### src/rtl/gan_tile_scheduler.sv
`default_nettype none
// +----------------------------------------------------------------------------+
// | gan_tile_scheduler : splits one layer descriptor into array-sized tiles and |
// |                      sequences the systolic-array controller tile by tile.  |
// | Rev 1.0                                                                     |
// +----------------------------------------------------------------------------+
module gan_tile_scheduler #(
  parameter int ARRAY_SIZE = 16,
  parameter int TIMEOUT    = 4096
) (
  input  logic        clk,
  input  logic        reset,
  input  logic        cfg_valid,
  output logic        cfg_ready,
  input  logic        cfg_split,
  input  logic [7:0]  cfg_ofmap_size,
  input  logic [7:0]  cfg_num_channels,
  input  logic [2:0]  cfg_kernel_size,
  input  logic        abort,
  input  logic        array_done,
  output logic        array_start,
  output logic        operation_mode,
  output logic [7:0]  ofmap_size,
  output logic [7:0]  num_channels,
  output logic [2:0]  kernel_size,
  output logic [7:0]  tile_row,
  output logic [7:0]  tile_col,
  output logic [15:0] tiles_done,
  output logic        busy,
  output logic        layer_done,
  output logic        err
);

  localparam int              WD_W       = (TIMEOUT > 1) ? $clog2(TIMEOUT) : 1;
  localparam logic [WD_W-1:0] WD_LAST    = WD_W'(TIMEOUT - 1);
  localparam logic [8:0]      STEP_NORM  = 9'(ARRAY_SIZE);
  localparam logic [8:0]      STEP_SPLIT = 9'(ARRAY_SIZE / 2);

  localparam logic [2:0] S_IDLE  = 3'd0;
  localparam logic [2:0] S_ISSUE = 3'd1;
  localparam logic [2:0] S_WAIT  = 3'd2;
  localparam logic [2:0] S_NEXT  = 3'd3;
  localparam logic [2:0] S_DONE  = 3'd4;

  logic [2:0]      state_q, state_d;
  logic            split_q, split_d;
  logic [7:0]      ofmap_q, ofmap_d;
  logic [7:0]      nch_q, nch_d;
  logic [2:0]      ks_q, ks_d;
  logic [7:0]      row_q, row_d;
  logic [7:0]      col_q, col_d;
  logic [15:0]     tiles_q, tiles_d;
  logic [15:0]     total_q, total_d;
  logic [WD_W-1:0] wd_q, wd_d;
  logic            err_q, err_d;

  // Tile grid edge computed in 9 bits so ofmap_size + T - 1 cannot wrap.
  logic [8:0]  w_step_cfg, w_step_cur, w_n_tiles, w_col_sum, w_row_sum;
  logic [15:0] w_total_cfg, w_tiles_inc;
  logic        w_cfg_bad;

  assign w_step_cfg  = cfg_split ? STEP_SPLIT : STEP_NORM;
  assign w_step_cur  = split_q ? STEP_SPLIT : STEP_NORM;
  assign w_n_tiles   = ({1'b0, cfg_ofmap_size} + w_step_cfg - 9'd1) / w_step_cfg;
  assign w_total_cfg = {7'd0, w_n_tiles} * {7'd0, w_n_tiles};
  assign w_tiles_inc = tiles_q + 16'd1;
  assign w_col_sum   = {1'b0, col_q} + w_step_cur;
  assign w_row_sum   = {1'b0, row_q} + w_step_cur;
  assign w_cfg_bad   = (cfg_ofmap_size == 8'd0) || (cfg_num_channels == 8'd0) ||
                       (cfg_kernel_size == 3'd0);

  always_ff @(posedge clk or posedge reset) begin
    if (reset) begin
      state_q <= S_IDLE;
      split_q <= 1'b0;
      ofmap_q <= '0;
      nch_q   <= '0;
      ks_q    <= '0;
      row_q   <= '0;
      col_q   <= '0;
      tiles_q <= '0;
      total_q <= '0;
      wd_q    <= '0;
      err_q   <= 1'b0;
    end else begin
      state_q <= state_d;
      split_q <= split_d;
      ofmap_q <= ofmap_d;
      nch_q   <= nch_d;
      ks_q    <= ks_d;
      row_q   <= row_d;
      col_q   <= col_d;
      tiles_q <= tiles_d;
      total_q <= total_d;
      wd_q    <= wd_d;
      err_q   <= err_d;
    end
  end

  always_comb begin
    state_d = state_q;
    split_d = split_q;
    ofmap_d = ofmap_q;
    nch_d   = nch_q;
    ks_d    = ks_q;
    row_d   = row_q;
    col_d   = col_q;
    tiles_d = tiles_q;
    total_d = total_q;
    wd_d    = wd_q;
    err_d   = err_q;
    case (state_q)
      S_IDLE: begin
        if (cfg_valid) begin
          split_d = cfg_split;
          ofmap_d = cfg_ofmap_size;
          nch_d   = cfg_num_channels;
          ks_d    = cfg_kernel_size;
          row_d   = '0;
          col_d   = '0;
          tiles_d = '0;
          total_d = w_total_cfg;
          if (w_cfg_bad) begin
            err_d   = 1'b1;
            state_d = S_DONE;
          end else begin
            err_d   = 1'b0;
            state_d = S_ISSUE;
          end
        end
      end
      S_ISSUE: begin
        wd_d    = '0;
        state_d = S_WAIT;
      end
      S_WAIT: begin
        // A done pulse on the final watchdog cycle still counts as success.
        if (array_done) begin
          tiles_d = w_tiles_inc;
          state_d = (w_tiles_inc == total_q) ? S_DONE : S_NEXT;
        end else if (wd_q == WD_LAST) begin
          err_d   = 1'b1;
          state_d = S_DONE;
        end else begin
          wd_d = wd_q + 1'b1;
        end
      end
      S_NEXT: begin
        if (w_col_sum >= {1'b0, ofmap_q}) begin
          col_d = '0;
          row_d = w_row_sum[7:0];
        end else begin
          col_d = w_col_sum[7:0];
        end
        state_d = S_ISSUE;
      end
      S_DONE:  state_d = S_IDLE;
      default: state_d = S_IDLE;
    endcase
    if (abort && (state_q != S_IDLE)) begin
      state_d = S_IDLE;
      tiles_d = tiles_q;
      err_d   = err_q;
      wd_d    = wd_q;
      row_d   = row_q;
      col_d   = col_q;
    end
  end

  always_comb begin
    cfg_ready   = (state_q == S_IDLE);
    busy        = (state_q != S_IDLE);
    array_start = (state_q == S_ISSUE);
    layer_done  = (state_q == S_DONE);
  end

  assign operation_mode = split_q;
  assign ofmap_size     = ofmap_q;
  assign num_channels   = nch_q;
  assign kernel_size    = ks_q;
  assign tile_row       = row_q;
  assign tile_col       = col_q;
  assign tiles_done     = tiles_q;
  assign err            = err_q;

endmodule
`default_nettype wire

### config.mk
export PLATFORM = sky130hd
export DESIGN_NAME = gan_tile_scheduler
export DESIGN_NICKNAME = d
export VERILOG_FILES = /design/src/rtl/gan_tile_scheduler.sv
export SDC_FILE = /design/constraint.sdc
export NUM_CORES = 1
export LEC_CHECK = 0
export ABC_AREA = 1
export BUFFER_PORTS_ARGS = -buffer_cell sky130_fd_sc_hd__buf_2
export CAP_MARGIN = 30
export CORE_UTILIZATION = 48
export CTS_CLUSTER_DIAMETER = 100
export DETAILED_ROUTE_END_ITERATION = 7
export MAX_ROUTING_LAYER = met4
export PLACE_DENSITY = 0.68
export RECOVER_POWER = 25
export SLEW_MARGIN = 20
export SYNTH_ARGS = -nofsm -noshare
export SYNTH_HDL_FRONTEND = slang
export SYNTH_SLANG_ARGS = --single-unit
export TNS_END_PERCENT = 50
### constraint.sdc
create_clock -name clk -period 7.5 [get_ports clk]
set_clock_uncertainty 0.2 [all_clocks]
set_input_delay 0.375 -clock clk [delete_from_list [all_inputs] [get_ports clk]]
set_output_delay 0.375 -clock clk [all_outputs]
set_load 0.005 [all_outputs]
# --- Word level (Yosys, flattened, before mapping) ---
# Index checks and enable logic that the tools add are counted.
totals:
  regBits: 84
  in_bits: 25
  out_inout_bits: 57
  word_cells: 78
classes:
  addsub: 6
  mul: 1
  div: 1
  magnitude_cmp: 1
  eq_ne: 14
  n_mux: 25
  bitwise: 1
  reduce_logical: 18
op_table:
  columns: ["operator", "count"]
  rows:
  - ["2-to-1 mux 16 bit", 2]
  - ["case mux 16 bit (2 select lines)", 1]
  - ["case mux 8 bit (2 select lines)", 2]
  - ["2-to-1 mux 12 bit", 2]
  - ["2-to-1 mux 8 bit", 3]
  - ["case mux 12 bit (2 select lines)", 1]
  - ["adder 8 x 5 -> 9 bit", 2]
  - ["2-to-1 mux 3 bit", 6]
  - ["adder 16 x 1 -> 16 bit (second input constant)", 1]
  - ["equality test 16 bit", 1]
  - ["logical NOT 8 bit", 2]
  - ["multiplier 9 x 9 -> 16 bit", 1]
  - ["adder 12 x 1 -> 12 bit (second input constant)", 1]
  - ["equality test 12 bit (second input constant)", 1]
  - ["!= test 2 bit (second input constant)", 6]
  - ["case mux 3 bit (4 select lines)", 1]
  - ["AND reduction 4 bit", 3]
  - ["2-to-1 mux 5 bit", 2]
  - ["divider 9 x 9 -> 9 bit", 1]
  - ["greater-or-equal comparator 9 x 8 -> 1 bit", 1]
  - ["subtractor 9 x 1 -> 9 bit (second input constant)", 1]
  - ["adder 8 x 5 -> 8 bit", 1]
  - ["equality test 3 x 2 -> 1 bit (second input constant)", 2]
  - ["logical NOT 3 bit", 2]
  - ["other kinds (14)", 21]

# --- Depth between registers and ports, before layout ---
logic_depth:
  ltp_word: 7
  depth_mapped: 73

# --- Worst setup path before layout ---
# No wires, ideal clock.
synth_path:
  path_type: "in2reg"
  from: "in cfg_split"
  to: "reg total_q[14]"
  t_arrival_ns: 10.059
  required_ns: 7.217
  setup_slack_ns: -2.842
  stages: 68
  path_cell_list: "inv_1 ha_1 inv_1 ha_1 nand3_1 nand3_2 nand2_1 nand3_1 nand2_1 ha_1 nand2_1 inv_2 nor2_8 inv_1 nand2_1 nand2_1 inv_1 ha_1 [32 not listed] fa_1 ha_1 inv_1 fa_1 fa_1 nor2_1 nor2_1 nor2_1 nor2_1 nor2_1 nor2_1 nor2_1 o21ai_0 nand2_1 a21oi_1 o21ai_0 xor2_1 o21ai_0"
synth_between:
  elab_chain_cells: 5
synth_rtl:
  columns: ["item", "line_no", "text"]
  rows:
  - ["start, declared", "15", "input logic cfg_split,"]
  - ["2-to-1 mux 5 bit *", "62", "assign w_step_cfg = cfg_split ? STEP_SPLIT : STEP_NORM;"]
  - ["adder 8 x 5 -> 9 bit", "64", "assign w_n_tiles = ({1'b0, cfg_ofmap_size} + w_step_cfg - 9'd1) / w_step_cfg;"]
  - ["subtractor 9 x 1 -> 9 bit", "64", null]
  - ["divider 9 x 9 -> 9 bit *", "64", null]
  - ["multiplier 9 x 9 -> 16 bit *", "65", "assign w_total_cfg = {7'd0, w_n_tiles} * {7'd0, w_n_tiles};"]
  - ["end signal, assigned", "94", "total_q <= total_d;"]
  - ["end, declared", "53", "logic [15:0] total_q, total_d;"]
# Mark *: on every way between the ends. The rest lies on a longest branch, timed or not.
# A chain may end at the register's enable or synchronous reset.

# --- Worst setup path after layout ---
# Ends and elaborated chain as after synthesis.

==> metrics <==
post-route cell area 9210 µm²; vias in the first global route 5,921; # nets final 1,214; final WL 16.86 mm; post-synthesis xor/xnor area fraction 4.419%; number of synthesis warnings 0; Critical Path AT 9350 ps; Max Slew Vio Count 80; Max Cap Viol 2; list of most frequent post-synthesis cells 167 x inv_1, 148 x nand2_1, 77 x dfrtp_1; ratio of cells with drive above 1 in the final layout 34.64%; Simple-Gate Fraction of Synth Area 23.74%; failing checks max-capacitance violations, max-slew violations, negative setup slack; cell with the most instances after synthesis inv_1; compound-cell area share of the yosys netlist 9.795%; Yosys top cell area share 29.46%; critical path startpoint category input pin; cell taking the most area after synthesis dfrtp_1; RSZ-0062 raised after global routing yes; DRT antenna net count 0; clock-pin slew on the worst setup and hold paths 60 ps; Syn-to-layout area delta 40.83%; mux share of post-synthesis cell area 0%; via count 6,259; final setup vio count 11; GR Overflow Total 0; dpl cell area 7891 µm²; Cell variety after synth 45; # IOs 82; DR DRC count 0; Initial Util 49.39%; critical path class in -> reg; Rel. slew slack -56.15%; EDFF count, synth 0; Slew @ Worst Pin 2342 ps; global placer's final weighted congestion 0.8683; largest net degree at the start of global routing 78; global-route wire length before repair 27.12 mm; fin crit period 9287 ps; Post-Syn Area 6540 µm²; final core occ 69.55%; IO buf count 75; dominant cells by area after synthesis dfrtp_1 29%, ha_1 13%, inv_1 9.6%, nand2_1 8.5%, fa_1 8.0%; sequential share of the synthesized area 29.46%; CTS hold repair buffers 0; Min-Delay Path Class in -> reg; FMAX 0.1077 GHz; initial antenna violation count 0; adder-cell share of the synthesized area 21.35%; Rows 42; largest family of logic cells by synthesized area simple AND/OR/NAND/NOR gates; CP Capture Type flip-flop; worst path required time 7560 ps; most used cell, CP nand2_2; H-Tree Depth 3; Worst-Skew Late Latency 330 ps; Inserted Diodes 0; status complete, but fails checks; Max FO, Critical Path 3; clk buf depth 2; DRT Pass-1 Iters 5; die width 118.7 µm; initial DRC count 371; Hold Vio Cnt, Final 0; CTS tree yes; prevailing post-synth register cell dfrtp_1; gr usage total 24.40%; crit share post-route 123.8%; CORE AREA 13,240 µm²; Die Y-Extent 118.7 µm; post-synthesis async set-or-reset flop share 100.0%; Critical-path top delay cell fa_1; clk root buf clkbuf_16; CTS buffer count 9; Avg WL per Cell 13.25 µm; Post-Syn Instances 837; syn avg cell area 7.814 µm²; Vias per Instance 4.917; Yosys reg bits 77; largest stage delay on the critical path 530 ps; clock sink total 77; setup ws final -1787 ps; DIE AREA 14,100 µm²; dpl hpwl 11.13 mm
stage by stage:
stage | std cells | setup TNS, ps | setup slack [ps] | hold WS, ps
after CTS | 1256 | -10260 | -1382 | 40.55
after global routing | 1273 | -19430 | -2307 | 82.64
after global placement | 1170 | -13850 | -1765 | 253.3
after floorplan | 851 | -14930 | -1931 | 244.0
final | 1273 | -14680 | -1787 | 47.25
after detailed placement | 1170 | -16180 | -2046 | 266.9
flip-flops by register name, indices dropped and copies added (netlist names):
name            count
tiles_done         16
total_q            15
wd_q               12
num_channels        8
ofmap_size          8
tile_col            5
tile_row            5
kernel_size         3
state_q             3
err                 1
operation_mode      1
placed cells by master (no fill, tap or decap), types with 4 or more instances in the layout:
| cell type | netlist | routed |
|---|---|---|
| buf_2 | 2 | 73 |
| a21oi_2 | 1 | 4 |
| nor2_4 | 1 | 7 |
| nand4_1 | 19 | 19 |
| nand3_2 | 2 | 6 |
| inv_2 | 5 | 14 |
| nand2_2 | 8 | 27 |
| dfrtp_1 | 77 | 77 |
| o22ai_1 | 11 | 11 |
| clkbuf_16 | 0 | 9 |
| nand3_1 | 31 | 26 |
| nand2_1 | 148 | 127 |
| o21ai_1 | 0 | 7 |
| xor2_1 | 26 | 25 |
| conb_1 | 1 | 15 |
| fa_1 | 26 | 23 |
| buf_4 | 6 | 157 |
| or2_2 | 4 | 4 |
| nor2_1 | 67 | 54 |
| o21ai_0 | 56 | 47 |
| inv_1 | 167 | 154 |
| nand3b_1 | 5 | 5 |
| nor2_2 | 3 | 10 |
| buf_6 | 0 | 14 |
| a21oi_1 | 29 | 24 |
| ha_1 | 70 | 53 |
| nand3_4 | 3 | 4 |
| nand2_4 | 3 | 5 |
| nor3_1 | 20 | 20 |
| xnor2_1 | 7 | 6 |
| ha_4 | 0 | 14 |
area by class of cell:
cell class	count	area (µm²)
multi-input cells	586	4367
fillers	1033	4033
flip-flops and latches	77	1927
repair buffers	247	1724
inverters	172	656.9
clock buffers	11	242.7
well taps	176	220.2
clock inverters	4	72.57
worst paths after layout:
kind | from | endpoint | slack, ps | depth (start not counted)
hold reg to reg | kernel_size[1] | kernel_size[1] | 280 | 2
max in group asynchronous | reset | ofmap_size[2] | 3850 | 4
hold / removal | cfg_ofmap_size[4] | ofmap_size[4] | 50 | 3
min in group asynchronous | reset | tiles_done[2] | 700 | 3
setup / recovery | cfg_split | total_q[14] | -1790 | 69
setup reg to reg | operation_mode | tile_row[7] | 4020 | 17
cells by family (layout without fill, tap and decap cells):
group	after synthesis	count (layout)
simple gates	328	328
buf+inv	188	434
compound gates	114	114
fa+ha+maj	96	96
flops	77	77
xor+xnor	33	33
other cells	1	15
critical path: cells and delay by family:
family	cells	cell delay (ps)
fa+ha+maj	13	3980
buf+inv	13	860
simple gates	33	3000
compound gates	9	1020
xor+xnor	1	90
repair_timing:
action                     4_1_cts  5_1_grt
resized for setup               36       49
pin swaps                       43       52
setup endpoints to repair       10       12
setup buffers                   71       17
metal layers:
| layer | track usage (%) | vias to the layer above | part of all wire, % |
|---|---|---|---|
| li1 | - | 3167 | - |
| met1 | 32.17 | 2941 | 45 |
| met2 | 38.78 | 119 | 49 |
| met3 | 2.944 | 32 | 3.4 |
| met4 | 8.544 | 0 | 2.9 |
| met5 | - | - | 0 |
Power is not shown: default switching activity piles up to over one toggle a cycle in this logic, so the estimate is an artifact.
